==> config.mk <==
export PLATFORM = sky130hd
export DESIGN_NAME = pcpi_nibble_sequencer_flat
export DESIGN_NICKNAME = d
export VERILOG_FILES = /design/src/rtl/pcpi_pkg.sv /design/src/rtl/pcpi_nibble_sequencer_if.sv /design/src/rtl/pin_edge_sync.sv /design/src/rtl/pcpi_nibble_sequencer.sv /design/src/flat_wrapper.sv
export SDC_FILE = /design/constraint.sdc
export NUM_CORES = 1
export LEC_CHECK = 0
export ABC_AREA = 0
export CAP_MARGIN = 20
export CORE_MARGIN = 4
export CORE_UTILIZATION = 49
export CTS_CLUSTER_DIAMETER = 80
export DETAILED_ROUTE_END_ITERATION = 7
export PLACE_DENSITY = 0.79
export SLEW_MARGIN = 10
export SYNTH_ARGS = -nofsm -noshare
export SYNTH_HDL_FRONTEND = slang
export SYNTH_SLANG_ARGS = --single-unit
==> constraint.sdc <==
create_clock -name clk -period 5.2 [get_ports clk]
set_input_delay 1.04 -clock clk [delete_from_list [all_inputs] [get_ports clk]]
set_output_delay 1.04 -clock clk [all_outputs]
set_load 0.01 [all_outputs]
==> src/rtl/pcpi_pkg.sv <==
// pcpi_pkg: shared widths and FSM state encoding for the PCPI nibble sequencer.
package pcpi_pkg;
  localparam int PCPI_WORD_W = 32;
  localparam int NIB_W = 4;
  localparam int NIB_CNT = PCPI_WORD_W / NIB_W;
  localparam int IDX_W = $clog2(NIB_CNT);
  typedef enum logic [1:0] {LOAD, ISSUE, DRAIN, ERR} state_t;
endpackage

==> src/rtl/pcpi_nibble_sequencer_if.sv <==
// pcpi_nibble_sequencer_if: pin-side nibble handshake plus PCPI request/response signals.
interface pcpi_nibble_sequencer_if;
  import pcpi_pkg::*;
  logic [NIB_W-1:0] nib_in;
  logic nib_stb;
  logic out_ack;
  logic [NIB_W-1:0] out_nib;
  logic out_valid;
  logic busy;
  logic error;
  logic pcpi_valid;
  logic [PCPI_WORD_W-1:0] pcpi_insn;
  logic pcpi_ready;
  logic pcpi_wr;
  logic [PCPI_WORD_W-1:0] pcpi_rd;
  logic pcpi_wait;
  modport master (
    input nib_in, nib_stb, out_ack, pcpi_ready, pcpi_wr, pcpi_rd, pcpi_wait,
    output out_nib, out_valid, busy, error, pcpi_valid, pcpi_insn
  );
  modport slave (
    output nib_in, nib_stb, out_ack, pcpi_ready, pcpi_wr, pcpi_rd, pcpi_wait,
    input out_nib, out_valid, busy, error, pcpi_valid, pcpi_insn
  );
endinterface

==> src/rtl/pin_edge_sync.sv <==
// pin_edge_sync: 2-flop pin synchroniser plus rising-edge pulse, pulse suppressed while disabled.
module pin_edge_sync (
  input  logic clk,
  input  logic rst,
  input  logic i_pin,
  input  logic i_en,
  output logic o_pulse
);
  logic [2:0] r_sync;
  // Forcing the edge flop high while disabled drops in-flight edges and stale high pins.
  always_ff @(posedge clk) begin
    if (rst) r_sync <= '0;
    else r_sync <= {i_en ? r_sync[1] : 1'b1, r_sync[0], i_pin};
  end
  assign o_pulse = r_sync[1] & ~r_sync[2];
endmodule

==> src/rtl/pcpi_nibble_sequencer.sv <==
// pcpi_nibble_sequencer: assembles nibbles into a PCPI instruction, issues it, drains the result as nibbles.
// Optional issue timeout with sticky error state when PCPI_TIMEOUT_EN is defined.
module pcpi_nibble_sequencer
  import pcpi_pkg::*;
#(
  parameter int NIBBLES = NIB_CNT
`ifdef PCPI_TIMEOUT_EN
  , parameter int TIMEOUT_CYCLES = 255
`endif
) (
  input logic clk,
  input logic rst,
  pcpi_nibble_sequencer_if.master bus
);
  localparam int SW = $clog2(PCPI_WORD_W);
  localparam logic [IDX_W-1:0] LAST = IDX_W'(NIBBLES - 1);
  state_t r_state, w_next;
  logic [IDX_W-1:0] r_idx;
  logic [PCPI_WORD_W-1:0] r_insn, r_result;
  logic [SW-1:0] w_base;
  logic w_stb, w_ack, w_last, w_adv, w_timeout;
  pin_edge_sync u_stb (.clk(clk), .rst(rst), .i_pin(bus.nib_stb), .i_en(r_state == LOAD), .o_pulse(w_stb));
  pin_edge_sync u_ack (.clk(clk), .rst(rst), .i_pin(bus.out_ack), .i_en(r_state == DRAIN), .o_pulse(w_ack));
  assign w_last = r_idx == LAST;
  assign w_base = SW'(r_idx) << $clog2(NIB_W);
  assign w_adv = (r_state == LOAD && w_stb) || (r_state == DRAIN && w_ack);
`ifdef PCPI_TIMEOUT_EN
  localparam int CW = $clog2(TIMEOUT_CYCLES + 1);
  localparam logic [CW-1:0] LIMIT = CW'(TIMEOUT_CYCLES - 1);
  logic [CW-1:0] r_cnt;
  logic r_error;
  assign w_timeout = r_state == ISSUE && !bus.pcpi_ready && !bus.pcpi_wait && r_cnt == LIMIT;
  // Counter is zero outside ISSUE, so it starts clean on every ISSUE entry.
  always_ff @(posedge clk) begin
    if (rst) begin
      r_cnt <= '0;
      r_error <= 1'b0;
    end else begin
      r_cnt <= r_state != ISSUE ? '0 : bus.pcpi_wait ? r_cnt : r_cnt + CW'(1);
      if (w_timeout) r_error <= 1'b1;
    end
  end
  assign bus.error = r_error;
`else
  logic w_unused;
  assign w_unused = bus.pcpi_wait;
  assign w_timeout = 1'b0;
  assign bus.error = 1'b0;
`endif
  always_comb begin
    w_next = r_state;
    unique case (r_state)
      LOAD:    w_next = (w_stb && w_last) ? ISSUE : LOAD;
      ISSUE:   w_next = bus.pcpi_ready ? DRAIN : w_timeout ? ERR : ISSUE;
      DRAIN:   w_next = (w_ack && w_last) ? LOAD : DRAIN;
      default: w_next = r_state;
    endcase
  end
  always_ff @(posedge clk) begin
    if (rst) begin
      r_state <= LOAD;
      r_idx <= '0;
      r_insn <= '0;
      r_result <= '0;
    end else begin
      r_state <= w_next;
      if (w_adv) r_idx <= w_last ? '0 : r_idx + IDX_W'(1);
      if (r_state == LOAD && w_stb) r_insn[w_base +: NIB_W] <= bus.nib_in;
      if (r_state == ISSUE && bus.pcpi_ready) r_result <= bus.pcpi_wr ? bus.pcpi_rd : '0;
    end
  end
  assign bus.pcpi_insn = r_insn;
  assign bus.pcpi_valid = r_state == ISSUE;
  assign bus.out_valid = r_state == DRAIN;
  assign bus.busy = r_state != LOAD;
  assign bus.out_nib = r_state == DRAIN ? r_result[w_base +: NIB_W] : '0;
endmodule
==> src/flat_wrapper.sv <==
// flat-port wrapper written by rule: the top's interface ports become plain ports
module pcpi_nibble_sequencer_flat import pcpi_pkg::*;
#(
  parameter int NIBBLES = NIB_CNT

)
  (clk, rst, bus_nib_in, bus_nib_stb, bus_out_ack, bus_pcpi_ready, bus_pcpi_wr, bus_pcpi_rd, bus_pcpi_wait, bus_out_nib, bus_out_valid, bus_busy, bus_error, bus_pcpi_valid, bus_pcpi_insn);
  pcpi_nibble_sequencer_if bus_i ();
  input logic clk;
  input logic rst;
  input wire logic [$bits(bus_i.nib_in)-1:0] bus_nib_in;
  input wire logic [$bits(bus_i.nib_stb)-1:0] bus_nib_stb;
  input wire logic [$bits(bus_i.out_ack)-1:0] bus_out_ack;
  input wire logic [$bits(bus_i.pcpi_ready)-1:0] bus_pcpi_ready;
  input wire logic [$bits(bus_i.pcpi_wr)-1:0] bus_pcpi_wr;
  input wire logic [$bits(bus_i.pcpi_rd)-1:0] bus_pcpi_rd;
  input wire logic [$bits(bus_i.pcpi_wait)-1:0] bus_pcpi_wait;
  output wire logic [$bits(bus_i.out_nib)-1:0] bus_out_nib;
  output wire logic [$bits(bus_i.out_valid)-1:0] bus_out_valid;
  output wire logic [$bits(bus_i.busy)-1:0] bus_busy;
  output wire logic [$bits(bus_i.error)-1:0] bus_error;
  output wire logic [$bits(bus_i.pcpi_valid)-1:0] bus_pcpi_valid;
  output wire logic [$bits(bus_i.pcpi_insn)-1:0] bus_pcpi_insn;
  assign bus_i.nib_in = bus_nib_in;
  assign bus_i.nib_stb = bus_nib_stb;
  assign bus_i.out_ack = bus_out_ack;
  assign bus_i.pcpi_ready = bus_pcpi_ready;
  assign bus_i.pcpi_wr = bus_pcpi_wr;
  assign bus_i.pcpi_rd = bus_pcpi_rd;
  assign bus_i.pcpi_wait = bus_pcpi_wait;
  assign bus_out_nib = bus_i.out_nib;
  assign bus_out_valid = bus_i.out_valid;
  assign bus_busy = bus_i.busy;
  assign bus_error = bus_i.error;
  assign bus_pcpi_valid = bus_i.pcpi_valid;
  assign bus_pcpi_insn = bus_i.pcpi_insn;
  pcpi_nibble_sequencer #(.NIBBLES(NIBBLES)) u_core (.clk(clk), .rst(rst), .bus(bus_i));
endmodule
=== After elaboration in Yosys (flattened, before gate mapping) ===
Index checks and enable logic that the tools add are counted.

* Flip-flop bits (word level): 75
* Input bits: 43
* Output and inout port bits: 40

* Add/subtract/negate cells: 2
* Eq/ne operators: 3
* Shift-type cells: 3
* Muxes and demuxes: 10
* Bitwise gates (word level): 4
* Reductions and logical operators: 9

{| class="wikitable"
|+ Operators by type and width
! kind !! count
|-
| $bwmux W32 || 1
|-
| $mux W32 || 1
|-
| $shift A4 B7 Y32 const A || 1
|-
| $shiftx A32 B6 Y4 || 1
|-
| $shiftx A4 B7 Y32 || 1
|-
| $neg A5 Y7 || 1
|-
| $pmux W2 S3 || 1
|-
| $logic_and A1 B1 Y1 || 5
|-
| $mux W2 || 2
|-
| $mux W4 || 1
|-
| $add A3 B1 Y3 const B || 1
|-
| $eq A3 B3 Y1 const B || 1
|-
| $mux W1 || 3
|-
| $mux W3 || 1
|-
| $reduce_bool A3 Y1 || 1
|-
| $and A1 B1 Y1 || 2
|-
| $eq A2 B1 Y1 const B || 1
|-
| $eq A2 B2 Y1 const B || 1
|-
| $logic_not A2 Y1 || 1
|-
| $not A1 Y1 || 2
|-
| $reduce_bool A2 Y1 || 1
|-
| $logic_or A1 B1 Y1 || 1
|}

=== Longest topological paths before layout ===
* Depth after elaboration: 5
* Depth in mapped cells: 9
* Depth with buffers taken out: 6

=== Modules after synthesis ===
From an unflattened synthesis, not the netlist that was laid out.

* Cells, all modules: 401
* Area total of the unflattened synthesis: 3430.8 um^2

{| class="wikitable"
|+ By module, submodules not included
! module !! times used !! cells each !! area each (um^2) !! sequential area each (um^2)
|-
| pcpi_nibble_sequencer || 1 || 385 || 3253.1 || 1381.3
|-
| pin_edge_sync || 2 || 8 || 88.8 || 60.1
|}

=== Worst setup path before layout ===
No wires, ideal clock.

* Path type: register -> output
* Start point: reg u_core.r_idx[0]
* End point: out bus_out_nib[1]
* Arrival: 1.285 ns
* Required time: 4.160 ns
* Setup slack: 2.875 ns
* Cell stages (with the launch flop): 6
* Path buffers: 2
* Path through: dfxtp_1 -> buf_2 -> clkbuf_1 -> mux2i_1 -> o22ai_1 -> o21a_1

* Word-level cells in the longest chain between the ends: 2

{| class="wikitable"
|+ RTL lines
! item !! line !! source
|-
| start: declaration || pcpi_nibble_sequencer.sv:18 || <nowiki>logic [IDX_W-1:0] r_idx;</nowiki>
|-
| start signal: assignment || pcpi_nibble_sequencer.sv:67 || <nowiki>if (w_adv) r_idx <= w_last ? '0 : r_idx + IDX_W'(1);</nowiki>
|-
| $shiftx A32 B6 Y4 || pcpi_nibble_sequencer.sv:76 || <nowiki>assign bus.out_nib = r_state == DRAIN ? r_result[w_base +: NIB_W] : '0;</nowiki>
|-
| $mux W4 || pcpi_nibble_sequencer.sv:76 ||
|-
| end: declaration || flat_wrapper.sv:18 || <nowiki>output wire logic [$bits(bus_i.out_nib)-1:0] bus_out_nib;</nowiki>
|}

No other way between the ends.

=== Final worst setup path ===
* Start point: reg u_core.r_idx[1]
* End point: out bus_out_nib[3]

The elaborated chain is that of the path after synthesis.

==> metrics.txt <==
status=finished clean; WL final=7860 µm; dpl ws=2.13 ns; Synth Area in Compound Gates=11.4%; maxcap violations=0; Worst Tran Pin Value=1.00 ns; Syn-to-layout area delta=29.9%; drt first pass iters=4; IO buf count=80; Clock power frac=45.4%; PostCTS Resize Cnt=0; Logic pwr share=6.6%; Starting Density=51.0%; Period minus WS final=3.45 ns; most numerous cell in the Yosys netlist=dfxtp_1; simple-gate share of the synthesized area=23.7%; r2r setup slk=2.36 ns; Slew headroom=33.1%; CTS tree=done; initial antenna violation count=0; Core Region=6870 µm²; # rows=30; cts hold-fix bufs=0; crit end category=output pin; post-synthesis mux area share=12.6%; post-synth top area share=42.9%; final core utilization=66.2%; Clock Path Buffers=2; antenna cells=0; DR WL/cell=14.3 µm; GP Congestion=0.843; cells after synthesis=388; Die Ht=92.5 µm; reg2reg end=u_core.bus.pcpi_insn[28]; die area=8560 µm²; post-synthesis sequential area ratio=42.9%; Sw Ratio=21.4%; critical path class=reg2out; Synth area leader=dfxtp_1; Post-DP HPWL=5550 µm; max-slew violations=0; Synth area leaders=dfxtp_1, mux2i_1, nand4_1, nand2b_1, a21oi_1; fillers=568; largest family of logic cells by synthesized area=simple AND/OR/NAND/NOR gates; Synth top cells by count=dfxtp_1, mux2i_1, a21oi_1; Reg2Reg Launch Point=u_core.r_idx[1]; required time worst endpoint=4.16 ns; count of state elements after synthesis=75; R2R depth=6; Tot Pwr=1210 µW; DRT antenna net count=0; clock sink count=75; Nets=503; Post-Syn Area=3500 µm²; Max Clock Freq=0.290 GHz; register area=1500 µm²; CP Data Arrival Time=2.41 ns; RSZ-0062 raised after global routing=no; vias in the first global route=2775; count of warnings emitted by yosys=0; clk_lat worst skew=0.35 ns; asr flop ratio synth=0%; total number of vias=2981; final setup fails=0; Top FF cell, synth=dfxtp_1; NetSw=260 µW; CTS buffer count=9; Synth Area in Adders=3.93%; DIE WIDTH=92.5 µm; # IOs=83; Hold Path Class=reg2reg; htree depth=3; DR DRC count=0; largest net degree at the start of global routing=81; fraction of layout cells with a size suffix above 1=5.29%; crit share post-route=66.4%; Fin Hold WS=0.438 ns; Synth Area in XOR/XNOR=0%; Hold Vio Cnt, Final=0; Power Density=267 nW/µm²; vias per cell=5.42; Seq pwr share=47.9%; Leak Pwr=0.00147 µW; Total GRT Usage=18.8%; Clock Skews=0.00725 ns; number of distinct library cells after synthesis=36; crit path max fanout=19; clock-pin slew on the worst setup and hold paths=0.08 ns; first-pass GRT wire length=13000 µm; worst ir drop on vdd=0.167 mV; Pint=953 µW; EDFF count, synth=0; setup TNS=0 ns; Syn Nets=442; mean post-synth cell area=9.02 µm²; multi-input logic area=1810 µm²; hold path startpoint=u_core.u_ack.r_sync[0]; crit path launch type=flop; Initial DRC Count=128; final worst slack=1.75 ns; # Post-CTS Setup Buffers=0; Root Buffer=clkbuf_8; Hold Path Cell Cnt=1; Congestion Overflow GR=0; Min-Delay Endpoint=u_core.u_ack.r_sync[1]
cells by family (layout without fill, tap and decap cells):
| logic type | Yosys count | after routing |
|---|---|---|
| mux | 44 | 44 |
| compound gates | 67 | 67 |
| other cells | 1 | 1 |
| buf+inv | 45 | 111 |
| simple gates | 145 | 145 |
| flops | 75 | 75 |
| fa+ha+maj | 11 | 11 |
flip-flops by register name (all words and copies together) (netlist names):
signal,flops
u_core.u_ack.r_sync,3
u_core.u_stb.r_sync,3
u_core.bus.pcpi_insn,32
u_core.r_result,32
u_core.r_state,2
u_core.r_idx,3
final cells by class:
cell class	count	area share (%)
clock buffers	10	3.03
repair buffers	84	18.2
multi-input cells	268	39.8
inverters	11	0.908
clock inverters	6	2.48
well taps	96	2.64
flip-flops and latches	75	33.0
cells in the final DEF, fill, tap and decap left out, drive strengths merged, types with 2 or more instances in the layout:
cell type	count
clkdlybuf4s50	79
dfxtp	75
mux2i	44
a21oi	41
nand4	40
nand2b	34
nand2	34
inv	11
nand3	11
ha	11
clkbuf	10
o22ai	8
nor2	8
o31ai	7
nor2b	6
buf	5
o21a	4
nand3b	3
bufinv	3
clkinv	3
nor4bb	2
a211o	2
critical path, cell delays in order, from the launching register on:
cell             delay (ns)
dfxtp_1                0.89
nand2b_1               0.23
o22ai_1                0.23
o21a_1                 0.16
clkdlybuf4s50_1        0.54
layer usage:
| metal | wire length, µm | up-vias | share of wire, % | global-route usage (%) |
|---|---|---|---|---|
| met2 | 3850 | 87 | 49 | 30.1 |
| met3 | 469 | 13 | 6.0 | 4.71 |
| met1 | 3420 | 1378 | 43 | 24.1 |
| li1 | - | 1503 | - | - |
| met4 | 121 | 0 | 1.5 | 7.92 |
| met5 | 0 | - | 0 | 0 |
worst max path at each step:
| stage | slack (ns) | endpoint | start | cells after the start |
|---|---|---|---|---|
| 4_1_cts | 1.74 | bus_out_nib[3] | u_core.r_idx[1] | 4 |
| 5_1_grt | 1.60 | bus_out_nib[3] | u_core.r_idx[1] | 4 |
| 3_3_place_gp | 2.15 | bus_out_nib[1] | u_core.r_idx[1] | 4 |
| 2_1_floorplan | 2.88 | bus_out_nib[1] | u_core.r_idx[0] | 5 |
| 3_5_place_dp | 2.13 | bus_out_nib[3] | u_core.r_idx[1] | 4 |
| 6_report | 1.75 | bus_out_nib[3] | u_core.r_idx[1] | 4 |
per-stage QoR:
| stage | area, µm² | std cells |
|---|---|---|
| 2_1_floorplan | 3500 | 388 |
| 3_3_place_gp | 4300 | 534 |
| 3_5_place_dp | 4300 | 534 |
| 4_1_cts | 4550 | 550 |
| 5_1_grt | 4550 | 550 |
| 6_report | 4550 | 550 |
power groups by stage:
stage               Clock (µW)  Sequential [µW]  Combinational, µW
floorplan                    0              593               41.2
CTS                        555              581               80.6
finish                     551              582               80.4
detailed placement           0              595               80.3
global placement             0              595               78.8
global route               583              582               87.3
No activity file was read; power rests on OpenSTA's default activity.
